$ cat src/rtl/regfile_seq.sv
// regfile_seq: request sequencer driving a register file for READ/WRITE/COPY/NOP with registered outputs.
module regfile_seq (
  input  logic       clk,
  input  logic       clr,
  input  logic       req_valid,
  output logic       req_ready,
  input  logic [1:0] req_op,
  input  logic [2:0] req_src,
  input  logic [2:0] req_dst,
  input  logic [1:0] req_sel,
  output logic       rf_we,
  output logic [1:0] rf_mux_sel,
  output logic [2:0] rf_read_seg,
  output logic [2:0] rf_write_seg,
  output logic [7:0] rf_a_out,
  input  logic [7:0] rf_dout_a,
  input  logic [7:0] rf_dout_b,
  output logic       rsp_valid,
  input  logic       rsp_ready,
  output logic [7:0] rsp_a,
  output logic [7:0] rsp_b,
  output logic [7:0] op_count
);
  localparam logic [1:0] OP_READ  = 2'b00;
  localparam logic [1:0] OP_WRITE = 2'b01;
  localparam logic [1:0] OP_COPY  = 2'b10;
  localparam logic [1:0] SEL_A_IN = 2'b10;

  typedef enum logic [2:0] {IDLE, RD_ADDR, RD_CAP, RSP, WR} state_t;

  state_t     state_q, state_d;
  logic       copy_q, copy_d;
  logic [2:0] dst_q, dst_d;
  logic       ready_q, we_q, vld_q;
  logic [1:0] mux_q, mux_d;
  logic [2:0] rseg_q, rseg_d, wseg_q, wseg_d;
  logic [7:0] aout_q, aout_d, rsp_a_q, rsp_a_d, rsp_b_q, rsp_b_d, cnt_q, cnt_d;

  always_comb begin
    state_d = state_q;
    copy_d  = copy_q;
    dst_d   = dst_q;
    mux_d   = mux_q;
    rseg_d  = rseg_q;
    wseg_d  = wseg_q;
    aout_d  = aout_q;
    rsp_a_d = rsp_a_q;
    rsp_b_d = rsp_b_q;
    cnt_d   = cnt_q;
    case (state_q)
      IDLE: if (req_valid) begin
        copy_d = req_op == OP_COPY;
        dst_d  = req_dst;
        if (req_op == OP_READ || req_op == OP_COPY) begin
          state_d = RD_ADDR;
          rseg_d  = req_src;
        end else if (req_op == OP_WRITE) begin
          state_d = WR;
          mux_d   = req_sel;
          wseg_d  = req_dst;
        end else
          cnt_d = cnt_q + 8'd1;
      end
      RD_ADDR: state_d = RD_CAP;
      // read data is valid in this cycle, one cycle after the address was presented
      RD_CAP: if (copy_q) begin
        state_d = WR;
        aout_d  = rf_dout_a;
        mux_d   = SEL_A_IN;
        wseg_d  = dst_q;
      end else begin
        state_d = RSP;
        rsp_a_d = rf_dout_a;
        rsp_b_d = rf_dout_b;
      end
      RSP: if (rsp_ready) begin
        state_d = IDLE;
        cnt_d   = cnt_q + 8'd1;
      end
      WR: begin
        state_d = IDLE;
        cnt_d   = cnt_q + 8'd1;
      end
      default: state_d = IDLE;
    endcase
  end

  always_ff @(posedge clk or posedge clr) begin
    if (clr) begin
      state_q <= IDLE;
      copy_q  <= 1'b0;
      dst_q   <= '0;
      ready_q <= 1'b1;
      we_q    <= 1'b0;
      vld_q   <= 1'b0;
      mux_q   <= '0;
      rseg_q  <= '0;
      wseg_q  <= '0;
      aout_q  <= '0;
      rsp_a_q <= '0;
      rsp_b_q <= '0;
      cnt_q   <= '0;
    end else begin
      state_q <= state_d;
      copy_q  <= copy_d;
      dst_q   <= dst_d;
      ready_q <= state_d == IDLE;
      we_q    <= state_d == WR;
      vld_q   <= state_d == RSP;
      mux_q   <= mux_d;
      rseg_q  <= rseg_d;
      wseg_q  <= wseg_d;
      aout_q  <= aout_d;
      rsp_a_q <= rsp_a_d;
      rsp_b_q <= rsp_b_d;
      cnt_q   <= cnt_d;
    end
  end

  assign req_ready    = ready_q;
  assign rf_we        = we_q;
  assign rf_mux_sel   = mux_q;
  assign rf_read_seg  = rseg_q;
  assign rf_write_seg = wseg_q;
  assign rf_a_out     = aout_q;
  assign rsp_valid    = vld_q;
  assign rsp_a        = rsp_a_q;
  assign rsp_b        = rsp_b_q;
  assign op_count     = cnt_q;
endmodule

$ cat config.mk
export PLATFORM = sky130hd
export DESIGN_NAME = regfile_seq
export DESIGN_NICKNAME = d
export VERILOG_FILES = /design/src/rtl/regfile_seq.sv
export SDC_FILE = /design/constraint.sdc
export NUM_CORES = 1
export LEC_CHECK = 0
export ABC_AREA = 1
export BUFFER_PORTS_ARGS = -buffer_cell sky130_fd_sc_hd__buf_2
export CORE_MARGIN = 2
export CORE_UTILIZATION = 50
export DETAILED_ROUTE_END_ITERATION = 16
export GPL_ROUTABILITY_DRIVEN = 0
export GPL_TIMING_DRIVEN = 0
export PLACE_DENSITY_LB_ADDON = 0.2
export SLEW_MARGIN = 10
export SYNTH_ARGS = -nofsm -noshare
export SYNTH_HDL_FRONTEND = slang
export SYNTH_SLANG_ARGS = --single-unit
$ cat constraint.sdc
create_clock -name clk -period 1.7 [get_ports clk]
set_clock_uncertainty 0.05 [all_clocks]
set_input_delay 0.085 -clock clk [delete_from_list [all_inputs] [get_ports clk]]
set_output_delay 0.085 -clock clk [all_outputs]
set_load 0.03 [all_outputs]
==> out/results.ini <==
[yosys]
ys.warnings.count=0
synth_area_leaders=dfrtp_1 54%, nand2_1 17%, o21ai_2 6.6%
synth-seq-cells=50
synth_area_um2=2260
synth_top_area_share_pct=54.2
async_flop_share_pct=100
yosys_most_used_dff=dfrtp_1
syn_nets=285
avgSynthCellArea_um2=8.91
synth_top_area_cell=dfrtp_1
ys_seq_area_share_pct=55.4
synthCells=254
synth.distinct_cells=24
synth_edf_count=0

[run_status]
violations=negative hold slack
outcome=finished, violations left

[timing]
hold_viol=1
setup_slack_ns=0.383
worstMarginPinSlew_ns=0.375
setup_viol_count_final=0
worst_hold_slack_ns=-0.000345
slew_viol_final=0
layout_min_cycle_time_ns=1.32
slew_headroom_pct=75.0
rsz0062_at_grt=no
clock.fmax_mhz=759
fin_crit_sh_pct=77.5

[floorplanning]
core_area_um2=4350
dieArea_um2=5080
die_w_um=71.3
pin_count=73
die_y_um=71.3
rows=24
start_util_pct=52.0

[power]
p_seq_share_pct=35.0
vdd_ir_drop_max_mv=0.958
sw_frac_of_total_pct=47.0
powerDensity_nw_per_um2=1940
p_leak_nw=1.72
p_comb_share_pct=50.7
p_sw_mw=2.73
clkPwrFrac_pct=14.3
internal_power_mw=3.09

[worst_hold_path]
hold_path_depth=3
min-delay-path-class=input port to flip-flop

[setup_path]
cp_num_cells=7
end_kind=flip-flop
crit_family=flip-flops
cp.arrival_ns=1.48
start_kind=flip-flop
slowest_stage=dfrtp_1
cp.required_ns=1.86
path_cells=inv_2 > nand3_2 > inv_4 > nand2_4 > buf_6 > nand2_1 > o21ai_2
cp_slowest_stage_delay_ns=0.44
critPathKind=flip-flop to flip-flop
ff2ff_path_depth=7
crit_buf_inv=3
cp_max_fo=10

[layout]
layout_common_cells=105 x nand2_1, 72 x buf_2, 49 x dfrtp_1, 26 x inv_1, 18 x dlygate4sd3_1
layout_commonest_cell=nand2_1
final_cells=405
num-nets-final=383
syn_to_final_growth_pct=32.5
drive_above_1_share_pct=33.1
antennaDiodeCount=0

[global_route]
grt_pass1_wl_mm=8.10
grt_max_degree=36
antenna_found_initial=0
grt_pass1_vias=1794
grt_overflow=0
track_usage_pct=20.6

[detailed_routing]
drc=0
firstDrtPassIters=4
vias_per_cell=4.67
avgRoutedWirePerCell_um=12.0
drtAntennaViolNets=0
dr_total_vias=1893
routed_wl_mm=4.86
drt_iter0_drc=103

[clocking]
root_buffer=clkbuf_8
h-tree-depth=2
numCtsBuffers=5
numClockSinks=50
path_clk_slew_ns=0.09
cts_setup_buffers=0
cts_tree=built
cts_buffer_depth=2
clk_latency_ns=0.31

[place]
dp_hpwl_mm=3.31
numPortBuffers=72
post-place-ws_ns=0.380
dp.cells=379

[flow_run]
max_cap_viol_count=0

routing by layer:
metal  track usage [%]  part of all wire, %  vias to the layer above  wire length [um]
li1                  -                    -                      979                 -
met1              26.7                   45                      857              2200
met2              33.8                   48                       52              2340
met3              5.20                  5.4                        5               262
met4              6.92                  1.2                        0                59
met5                 0                    0                        -                 0
stage by stage:
stage,power [mW],instance area (um2),util (%),TNS (ns),hold slack (ns)
after floorplan,4.21,2260,-,0,0.145
after global placement,4.93,2690,61.7,-13.74,0.227
after detailed placement,5.00,2710,62.2,0,0.0308
after CTS,5.87,3000,68.9,0,0.000919
after global routing,6.25,3000,68.9,0,0.0108
final,5.82,3000,68.9,0,-0.000345
power by group through the flow:
stage          clock [mW]  combinational, mW  sequential [mW]
2_1_floorplan           0               1.28             2.93
3_3_place_gp            0               2.89             2.04
3_5_place_dp            0               2.94             2.05
4_1_cts             0.852               2.98             2.04
5_1_grt             0.896               3.24             2.11
6_report            0.831               2.95             2.04
cell usage after synthesis (2+ instances only):
cell        n
nand3_1    12
nor2_1      6
nand2_1   105
inv_1      27
o21ai_2    17
o21ai_0     8
nand4_1     2
inv_2       3
xnor2_1     2
nor2_4      2
buf_6       4
dfrtp_1    49
nand3b_1    2
nand2_4     4
nand2_2     2
path summary, 6_finish.rpt:
kind	slack [ns]	endpoint	start
max	0.38	rsp_a[2]	state_q[0]
min in group asynchronous	0.24	rf_a_out[7]	clr
max reg2reg	0.38	rsp_a[2]	state_q[0]
max in group asynchronous	0.78	req_ready	clr
min	-0.0003	rsp_a[3]	rf_dout_a[3]
min reg2reg	0.43	rf_read_seg[2]	rf_read_seg[2]
worst min-delay path: cells and delay by family:
family	cells	cell delay (ns)
buffers and inverters	2	0.18
AO/OA/AOI/OAI	1	0.07
repair_timing:
| item | CTS | global route |
|---|---|---|
| endpoints found under the hold margin | 32 | 0 |
| endpoints found under the setup margin | 0 | 0 |
| gates resized for setup | 0 | 0 |
| hold buffers | 18 | 0 |
cell families after synthesis:
family / synth area share (%)
fa+ha+maj: 0.553
compound gates: 8.85
simple gates: 26.8
xor+xnor: 1.16
flops: 55.4
buf+inv: 7.25
registers in the layout, indices dropped and copies added (netlist names):
signal,flops
op_count,8
rf_a_out,8
rsp_a,8
rsp_b,8
dst_q,3
rf_read_seg,3
rf_write_seg,3
state_q,3
rf_mux_sel,2
copy_q,1
req_ready,1
rf_we,1
rsp_valid,1
area by class of cell:
cell class                      count  area (um2)
Clock buffer                        6        72.6
Multi-Input combinational cell    169         846
Fill cell                         371        1360
Sequential cell                    50        1250
Tap cell                           52        65.1
Inverter                           31         119
Timing Repair Buffer               91         561
Buffer                              4        45.0
Clock inverter                      2        37.5
(Power assumes the default switching activity.)
